--- config.mk ---
export PLATFORM = sky130hd
export DESIGN_NAME = id_ex_stage
export DESIGN_NICKNAME = d
export VERILOG_FILES = /design/src/rtl/id_ex_stage.sv
export SDC_FILE = /design/constraint.sdc
export NUM_CORES = 1
export LEC_CHECK = 0
export CORE_AREA = 2 2 131 133
export DETAILED_ROUTE_END_ITERATION = 8
export DIE_AREA = 0 0 133 135
export PLACE_DENSITY_LB_ADDON = 0.2
export SYNTH_ARGS = -nofsm -noshare
export SYNTH_HDL_FRONTEND = slang
export SYNTH_SLANG_ARGS = --single-unit
--- constraint.sdc ---
create_clock -name clk -period 2.8 [get_ports clk]
set_input_delay 0.7 -clock clk [delete_from_list [all_inputs] [get_ports clk]]
set_output_delay 0.7 -clock clk [all_outputs]
set_load 0.01 [all_outputs]
--- src/rtl/id_ex_stage.sv ---
// ID/EX pipeline register with load-use hazard detection, flush, downstream stall
// and a saturating count of inserted load-use bubbles.
module id_ex_stage #(
   parameter int XLEN   = 32,
   parameter int REG_AW = 5,
   parameter int CNT_W  = 16
) (
   input  logic              clk,
   input  logic              rst,
   input  logic              id_valid,
   input  logic [XLEN-1:0]   id_pc,
   input  logic [REG_AW-1:0] id_rs1,
   input  logic [REG_AW-1:0] id_rs2,
   input  logic [REG_AW-1:0] id_rd,
   input  logic              id_use_rs1,
   input  logic              id_imm,
   input  logic              id_load,
   input  logic              id_store,
   input  logic [REG_AW-1:0] id_store_reg,
   input  logic [3:0]        id_alu_op,
   input  logic [XLEN-1:0]   id_op1,
   input  logic [XLEN-1:0]   id_op2,
   input  logic [XLEN-1:0]   id_store_value,
   input  logic              ex_ready,
   input  logic              flush,
   output logic              id_ready,
   output logic              ex_valid,
   output logic [XLEN-1:0]   ex_pc,
   output logic [REG_AW-1:0] ex_rs1,
   output logic [REG_AW-1:0] ex_rs2,
   output logic [REG_AW-1:0] ex_rd,
   output logic              ex_imm,
   output logic              ex_load,
   output logic              ex_store,
   output logic [REG_AW-1:0] ex_store_reg,
   output logic [3:0]        ex_alu_op,
   output logic [XLEN-1:0]   ex_op1,
   output logic [XLEN-1:0]   ex_op2,
   output logic [XLEN-1:0]   ex_store_value,
   output logic [CNT_W-1:0]  bubble_cnt
);

   logic hazard;
   logic load_in_ex;
   logic rs1_hit;
   logic rs2_hit;
   logic st_hit;

   // x0 never produces a hazard because a load with rd=0 is excluded here
   assign load_in_ex = ex_valid && ex_load && (ex_rd != '0) && id_valid;
   assign rs1_hit    = id_use_rs1 && (id_rs1 == ex_rd);
   assign rs2_hit    = !id_imm && (id_rs2 == ex_rd);
   assign st_hit     = id_store && (id_store_reg == ex_rd);
   assign hazard     = load_in_ex && (rs1_hit || rs2_hit || st_hit);
   assign id_ready   = ex_ready && !hazard;

   always_ff @(posedge clk) begin
      if (rst || flush || (ex_ready && hazard)) begin
         ex_valid       <= 1'b0;
         ex_pc          <= '0;
         ex_rs1         <= '0;
         ex_rs2         <= '0;
         ex_rd          <= '0;
         ex_imm         <= 1'b0;
         ex_load        <= 1'b0;
         ex_store       <= 1'b0;
         ex_store_reg   <= '0;
         ex_alu_op      <= '0;
         ex_op1         <= '0;
         ex_op2         <= '0;
         ex_store_value <= '0;
      end else if (ex_ready) begin
         ex_valid       <= id_valid;
         ex_pc          <= id_pc;
         ex_rs1         <= id_rs1;
         ex_rs2         <= id_rs2;
         ex_rd          <= id_valid ? id_rd : '0;
         ex_imm         <= id_imm;
         ex_load        <= id_valid && id_load;
         ex_store       <= id_valid && id_store;
         ex_store_reg   <= id_store_reg;
         ex_alu_op      <= id_alu_op;
         ex_op1         <= id_op1;
         ex_op2         <= id_op2;
         ex_store_value <= id_store_value;
      end
   end

   // Only a genuine load-use bubble counts; flush and reset bubbles do not
   always_ff @(posedge clk) begin
      if (rst) begin
         bubble_cnt <= '0;
      end else if (!flush && ex_ready && hazard && (bubble_cnt != '1)) begin
         bubble_cnt <= bubble_cnt + CNT_W'(1);
      end
   end

endmodule
==> results of run 1 <==
report_power, final:
group	internal, mW	total [mW]	switching, mW
sequential	2.52	2.56	0.0444
clock	1.37	2.34	0.971
combinational	0.392	0.596	0.204
worst max-delay path by stage:
| stage | end | cells past startpoint | slack, ns |
|---|---|---|---|
| after CTS | id_ready | 7 | 0.004 |
| after detailed placement | id_ready | 7 | -0.64 |
| after global routing | id_ready | 7 | -0.02 |
| after global placement | id_ready | 7 | -0.62 |
| final | id_ready | 7 | 0.04 |
| after floorplan | id_ready | 5 | 0.48 |
through the flow:
step / setup TNS [ns] / util (%) / setup WS, ns
2_1_floorplan: 0 / - / 0.4810
4_1_cts: 0 / 60.60 / 0.004264
3_5_place_dp: -58.49 / 57.05 / -0.6440
5_1_grt: -0.02078 / 60.74 / -0.02078
3_3_place_gp: -49.50 / 57.05 / -0.6157
6_report: 0 / 60.74 / 0.04057
layout make-up:
cell class              instances  share of cell area, %
flip-flops and latches        172                  34.56
clock inverters                 8                  1.092
clock buffers                  24                  4.733
repair buffers                354                  35.42
multi-input cells             259                  21.36
inverters                       2                0.07533
well taps                     220                  2.762
layer usage:
metal | GRT usage [%] | wire [um] | part of all wire [%]
met5 | 0 | 0 | 0
met1 | 23.68 | 7472 | 39
met3 | 6.532 | 1210 | 6.4
met4 | 11.65 | 693 | 3.6
met2 | 36.15 | 9619 | 51
cells in the final DEF, fill, tap and decap left out, types with 2 or more instances in the layout:
cell type	instances
a21oi_1	12
a22o_1	149
a32o_1	7
buf_12	4
buf_4	17
bufinv_16	2
clkbuf_1	5
clkbuf_16	17
clkbuf_8	2
clkdlybuf4s15_1	2
clkdlybuf4s50_1	320
clkinvlp_4	3
dfxtp_1	171
dlygate4sd2_1	10
inv_1	2
inv_6	2
nand2_1	5
nand3_1	7
nand4_1	8
nor2_1	5
nor2b_1	3
nor3_4	2
nor4_2	2
o21ai_1	10
or3_1	11
xnor2_1	6
xor2_1	10
worst reg2reg max path: stages (launching register included):
cell	delay [ns]
dfxtp_1	0.51
xor2_1	0.24
nor4_2	0.08
and3_1	0.19
buf_4	0.14
buf_4	0.13
o31ai_4	0.53
buf_4	0.25
mux2i_1	0.19
nor2_1	0.05
timing repair:
| action | 4_1_cts | 5_1_grt |
|---|---|---|
| endpoints found under the hold margin | 0 | 0 |
| pin swaps | 7 | 2 |
| setup endpoints to repair | 2 | 6 |
| resized for setup | 19 | 5 |
| setup buffers | 1 | 0 |
cells by family after synthesis:
| family | count (synthesis) | share of synthesized area, % |
|---|---|---|
| adder cells (fa/ha/maj) | 1 | 0.2143 |
| buffers and inverters | 42 | 5.122 |
| AO/OA/AOI/OAI | 187 | 27.28 |
| AND/OR/NAND/NOR | 53 | 5.637 |
| multiplexers | 2 | 0.3643 |
| flip-flops | 172 | 58.98 |
| XOR/XNOR | 16 | 2.400 |
==> results by group, run 1 <==
Run status
  • Status: finished clean

Logic synthesis
  • Area of the mapped netlist: 5838 um^2
  • Syn_nets: 635
  • Largest area contributor in the netlist: dfxtp_1
  • Post-synthesis sequential area ratio: 58.98%
  • Synth Warn #: 0
  • Yosys reg bits: 172
  • Distinct cells, synth: 42
  • Post-Syn Instances: 473
  • Most frequent cell after synthesis: dfxtp_1
  • Synth Flop Type: dfxtp_1
  • Async set-reset flop share out of synthesis: 0%
  • Synth cell count leaders: dfxtp_1 (172), a22o_1 (149), clkbuf_1 (20), buf_6 (17), a21oi_1 (12)
  • Top cell type's share of synthesized area: 58.98%
  • Synth area leaders: dfxtp_1 (59%), a22o_1 (22%), buf_6 (3.3%)
  • EDFF count, synth: 0
  • Mean Syn Cell Area: 12.34 um^2

Power and ir drop
  • Worst VDD drop: 0.0003981 V
  • Pwr dens: 552.2 nW/um^2
  • Total power: 5.503 mW
  • Pleak: 3.704 nW

Placed design
  • Post-DP HPWL: 13.84 mm
  • Dpl cell area: 9360 um^2
  • Dpl cells: 1006
  • Port bufs: 333
  • GPL Wtd Cong: 0.8531

Critical path
  • CP max stage cell: nor4_2
  • CP peak stage delay: 0.30 ns
  • CP top delay family: simple AND/OR/NAND/NOR gates
  • CP cell instances: dlygate4sd2_1 > xor2_1 > nor4_2 > and3_1 > nor3_4 > o21a_1 > buf_6
  • FF-to-FF setup slack: 0.40 ns
  • Req. time, crit path: 2.10 ns
  • CP Capture Type: output port
  • Buf+Inv Stages, Crit Path: 2
  • Worst EP arrival: 2.06 ns
  • Worst r2r src: ex_rd[0]
  • CP Class: in -> out
  • Reg-to-Reg End: bubble_cnt[1]
  • CP max FO: 2
  • CP startpoint: id_store_reg[0]
  • Critical path launch point type: primary input
  • Path depth of the worst reg2reg path: 9

STA
  • Max Freq: 362.4 MHz
  • Final min period: 2.759 ns
  • Slew @ Worst Pin: 0.6449 ns
  • Fin crit share: 98.55%
  • Final setup vio count: 0
  • Skew final: 0.009406 ns
  • Slew Viols, Final: 0
  • Slew margin rel.: 57.00%
  • Hold Slack: 0.4727 ns
  • Final hold viol count: 0

Floorplan
  • Row Count: 47
  • Die width: 133 um
  • I/O Pins: 334
  • Die H: 135 um
  • Initial Util: 35.58%
  • Core ar.: 16410 um^2
  • Die area: 17960 um^2

Min path
  • Tightest Hold Check Type: reg -> reg
  • Worst hold stages: 1
  • Worst hold path startpoint: ex_pc[29]
  • Hold endpoint: ex_pc[29]

Clock network
  • CTS Buf Count: 17
  • Root buffer cell: clkbuf_16
  • CTS Buffer Depth: 2
  • CTS Hold Bufs: 0
  • Clock transition at the registers of the reported paths: 0.06 ns
  • H-tree levels: 4
  • Worst-Skew Late Latency: 0.42 ns
  • CTS tree: built
  • CTS sink cnt: 172

Drt
  • Post-detailed-routing wire length: 19.00 mm
  • DRC errors left: 0
  • Via count: 5307
  • Routed wire per std cell: 18.28 um
  • Initial DRC Count: 262
  • ANT nets after route: 0
  • First-pass DRT Iterations: 4
  • Vias per inst: 5.108

Layout
  • Fillers: 1295
  • FF+latch area: 3445 um^2
  • Ant diodes: 0
  • Fraction of layout cells with a size suffix above 1: 7.692%
  • Final instance area: 9966 um^2
  • Nets@finish: 968
  • Area delta synth->final: 70.70%
  • Non-Filler Instances: 1039
  • Area of the multi-input gates: 2128 um^2

Global route
  • Total GRT Usage: 21.18%
  • Grt total ovfl: 0
  • Global-route wire length before repair: 29.97 mm
  • Largest net degree at the start of global routing: 85
  • Antenna violations before repair: 0
  • Number of global-route vias before repair: 5592

Flow run
  • MaxCap Viol Count: 0
Note: power is estimated with default switching activity, not from simulation.
==> run 2, diff against run 1 <==
Settings changed: ABC_AREA set to 1, CORE_AREA 2 2 131 133 to not set, CORE_UTILIZATION set to 38, DIE_AREA 0 0 133 135 to not set, HOLD_SLACK_MARGIN set to 0.15.
Clock period 2.8 ns to 2.3 ns, I/O delays scaled along.
==> run 2 against run 1 <==
Sequential power rose by 21%. Clock power rose by 23%. Clock skew rose by 0.0019 ns. Worst setup slack improved by 0.011 ns. Register-to-register slack got worse by 0.08 ns. Synthesized cell count rose by 96%. Largest power group unchanged.
==> results by group, run 2 <==
Logic synthesis
  • Post-Synth Adder-Cell Area: 0.1713% (was 0.2143%)
  • XOR/XNOR share of the synthesized area: 0% (was 2.400%)
  • Post-synthesis sequential area ratio: 47.15% (was 58.98%)
  • Synth Flop Type: dfxtp_1 (unchanged)
  • Synth Warn #: 0 (unchanged)
  • Post-synthesis simple-gate area fraction: 25.68% (was 5.637%)
  • Synth cell count leaders: nand2_1 (380), dfxtp_1 (172), a21oi_2 (130), nor2_1 (70), inv_1 (44) (was dfxtp_1 (172), a22o_1 (149), clkbuf_1 (20), buf_6 (17), a21oi_1 (12))
  • Post-synthesis mux area share: 0% (was 0.3643%)
  • Compound-cell area share of the yosys netlist: 18.61% (was 27.28%)
  • Most frequent cell after synthesis: nand2_1 (was dfxtp_1)
  • Area of the mapped netlist: 7303 um^2 (was 5838 um^2)
  • EDFF count, synth: 0 (unchanged)
  • Async set-reset flop share out of synthesis: 0% (unchanged)
  • Mean Syn Cell Area: 7.895 um^2 (was 12.34 um^2)
  • Combinational family with the most area after synthesis: simple AND/OR/NAND/NOR gates (was compound AO/OA/AOI/OAI gates)
  • Post-Syn Instances: 925 (was 473)
  • Yosys reg bits: 172 (unchanged)
  • Largest area contributor in the netlist: dfxtp_1 (unchanged)
  • Syn_nets: 1087 (was 635)
  • Top cell type's share of synthesized area: 47.15% (was 58.98%)
  • Synth area leaders: dfxtp_1 (47%), nand2_1 (20%), a21oi_2 (16%) (was dfxtp_1 (59%), a22o_1 (22%), buf_6 (3.3%))
  • Distinct cells, synth: 21 (was 42)

Critical path
  • Most used cell along the critical path: nor2_1
  • Req. time, crit path: 1.73 ns (was 2.10 ns)
  • Critical path launch point type: primary input (unchanged)
  • CP Class: in -> out (unchanged)
  • Worst EP arrival: 1.67 ns (was 2.06 ns)
  • Buf+Inv Stages, Crit Path: 2 (unchanged)
  • CP cell instances: clkdlybuf4s50_1 > nor2_1 > nor2_1 > nand3_2 > nand3_4 > a21oi_2 > buf_2 (was dlygate4sd2_1 > xor2_1 > nor4_2 > and3_1 > nor3_4 > o21a_1 > buf_6)
  • CP max stage cell: clkdlybuf4s50_1 (was nor4_2)
  • CP top delay family: buffers and inverters (was simple AND/OR/NAND/NOR gates)
  • CP max FO: 3 (was 2)
  • CP peak stage delay: 0.52 ns (was 0.30 ns)
  • CP Capture Type: output port (unchanged)

Drt
  • Post-detailed-routing wire length: 21.56 mm (was 19.00 mm)
  • First-pass DRT Iterations: 4 (unchanged)
  • ANT nets after route: 0 (unchanged)
  • Via count: 7016 (was 5307)
  • Initial DRC Count: 252 (was 262)
  • DRC errors left: 0 (unchanged)
  • Routed wire per std cell: 14.29 um (was 18.28 um)
  • Vias per inst: 4.649 (was 5.108)

Placed design
  • Port bufs: 333 (unchanged)
  • Dpl cells: 1476 (was 1006)
  • Dpl ws: -0.4497 ns (was -0.6440 ns)
  • Post-DP HPWL: 15.16 mm (was 13.84 mm)
  • GPL Wtd Cong: 0.8345 (was 0.8531)
  • Dpl cell area: 10900 um^2 (was 9360 um^2)

STA
  • Slew @ Worst Pin: 0.7075 ns (was 0.6449 ns)
  • Hold Slack: 0.4605 ns (was 0.4727 ns)
  • Final min period: 2.248 ns
  • Final hold viol count: 0 (unchanged)
  • Slew margin rel.: 52.83% (was 57.00%)
  • Sum Neg Setup Slack: 0 ns (unchanged)
  • Slew Viols, Final: 0 (unchanged)
  • Max Freq: 444.8 MHz
  • Setup slack after layout: 0.05204 ns (was 0.04057 ns)
  • Fin crit share: 97.74%
  • Skew final: 0.01135 ns (was 0.009406 ns)
  • Final setup vio count: 0 (unchanged)

Clock network
  • Clock transition at the registers of the reported paths: 0.06 ns (about the same)
  • Worst-Skew Late Latency: 0.43 ns (was 0.42 ns)
  • Root buffer cell: clkbuf_16 (unchanged)
  • CTS sink cnt: 172 (unchanged)
  • CTS Buf Count: 17 (unchanged)
  • H-tree levels: 4 (unchanged)
  • CTS Buffer Depth: 2 (unchanged)
  • CTS tree: built (unchanged)

Layout
  • Ant diodes: 0 (unchanged)
  • Fraction of layout cells with a size suffix above 1: 17.80% (was 7.692%)
  • Final instance area: 11520 um^2 (was 9966 um^2)
  • Commonest non-fill, non-tap cell in the layout: nand2_1 (was clkdlybuf4s50_1)
  • Most frequent cells in the layout: nand2_1 (380), clkdlybuf4s50_1 (316), dfxtp_1 (167) (was clkdlybuf4s50_1 (320), dfxtp_1 (171), a22o_1 (149))
  • Area delta synth->final: 57.79% (was 70.70%)
  • Util after Layout: 61.40% (was 60.74%)
  • Nets@finish: 1424 (was 968)
  • Non-Filler Instances: 1509 (was 1039)

Power and ir drop
  • Pwr dens: 603.5 nW/um^2 (was 552.2 nW/um^2)
  • Total power: 6.955 mW (was 5.503 mW)
  • Worst VDD drop: 0.0004850 V (was 0.0003981 V)
  • Pleak: 4.299 nW (was 3.704 nW)

Floorplan
  • Die width: 140.6 um (was 133 um)
  • Initial Util: 38.91% (was 35.58%)
  • Die H: 140.6 um (was 135 um)
  • Die area: 19780 um^2 (was 17960 um^2)
  • Core ar.: 18770 um^2 (was 16410 um^2)
  • I/O Pins: 334 (unchanged)
  • Row Count: 50 (was 47)

Global route
  • Grt total ovfl: 0 (unchanged)
  • Global-route wire length before repair: 34.11 mm (was 29.97 mm)
  • Total GRT Usage: 21.82% (was 21.18%)
  • Antenna violations before repair: 0 (unchanged)
  • Number of global-route vias before repair: 6743 (was 5592)
  • Largest net degree at the start of global routing: 144 (was 85)

Run status
  • Status: finished clean (unchanged)

Min path
  • Tightest Hold Check Type: reg -> reg (unchanged)

Flow run
  • MaxCap Viol Count: 0 (unchanged)
-- run 2: cell types whose count changed after synthesis, moves of 9 or more --
cell      delta
a21oi_2    +130
a22o_1     -149
buf_12      +11
buf_6       -12
clkbuf_1    +14
inv_1       +42
nand2_1    +375
nor2_1      +65
o21ai_0     +21
o21ai_1      -9
or3_1       -11
xor2_1      -10
-- run 2: worst paths after layout --
| path | from | to | cells past startpoint | slack (ns) |
|---|---|---|---|---|
| min | ex_op2[31] | ex_op2[31] | 2 | 0.46 |
| max | id_rs2[4] | id_ready | 7 | 0.05 |
| min reg2reg | ex_op2[31] | ex_op2[31] | 2 | 0.46 |
| max reg2reg | ex_rd[2] | ex_store_value[25] | 12 | 0.32 |
-- run 2: routing by layer --
layer / vias up / routed length, um / GRT usage [%]
li1: 3590 / - / -
met1: 3157 / 8713 / 24.35
met2: 233 / 10180 / 36.45
met3: 36 / 2014 / 9.103
met4: 0 / 649 / 9.497
met5: - / 0 / 0
-- run 2: cell type report --
cell class / instances / area (um^2)
fill: 1671 / 7244
timing repair buffer: 371 / 3731
sequential: 172 / 3450
multi-input combinational: 649 / 3271
clock buffer: 20 / 456.7
tap: 234 / 292.8
inverter: 51 / 193.9
clock inverter: 12 / 128.9
-- run 2: tightest hold or removal path, delay by kind of cell, from the launching register on --
family	cells	cell delay, ns
flip-flops	1	0.31
AO/OA/AOI/OAI	1	0.05
AND/OR/NAND/NOR	1	0.06
-- run 2: cells by family (layout without fill, tap and decap cells) --
group / count (synthesis) / after routing
simple gates: 476 / 476
compound gates: 172 / 172
flops: 172 / 172
buf+inv: 104 / 454
fa+ha+maj: 1 / 1
-- run 2: report_power, final --
| part | internal, mW | leakage [nW] | switching (mW) |
|---|---|---|---|
| Sequential | 3.06 | 1.40 | 0.0463 |
| Clock | 1.59 | 0.288 | 1.29 |
| Combinational | 0.531 | 2.61 | 0.434 |
| Total | 5.18 | 4.30 | 1.77 |
-- run 2: timing repair --
action	in CTS	in global routing
buffers inserted	1	0
endpoints found under the hold margin	0	0
gates cloned	0	0
pin swaps	12	9
resized for setup	15	19
hold buffers	0	0
setup endpoints to repair	1	1
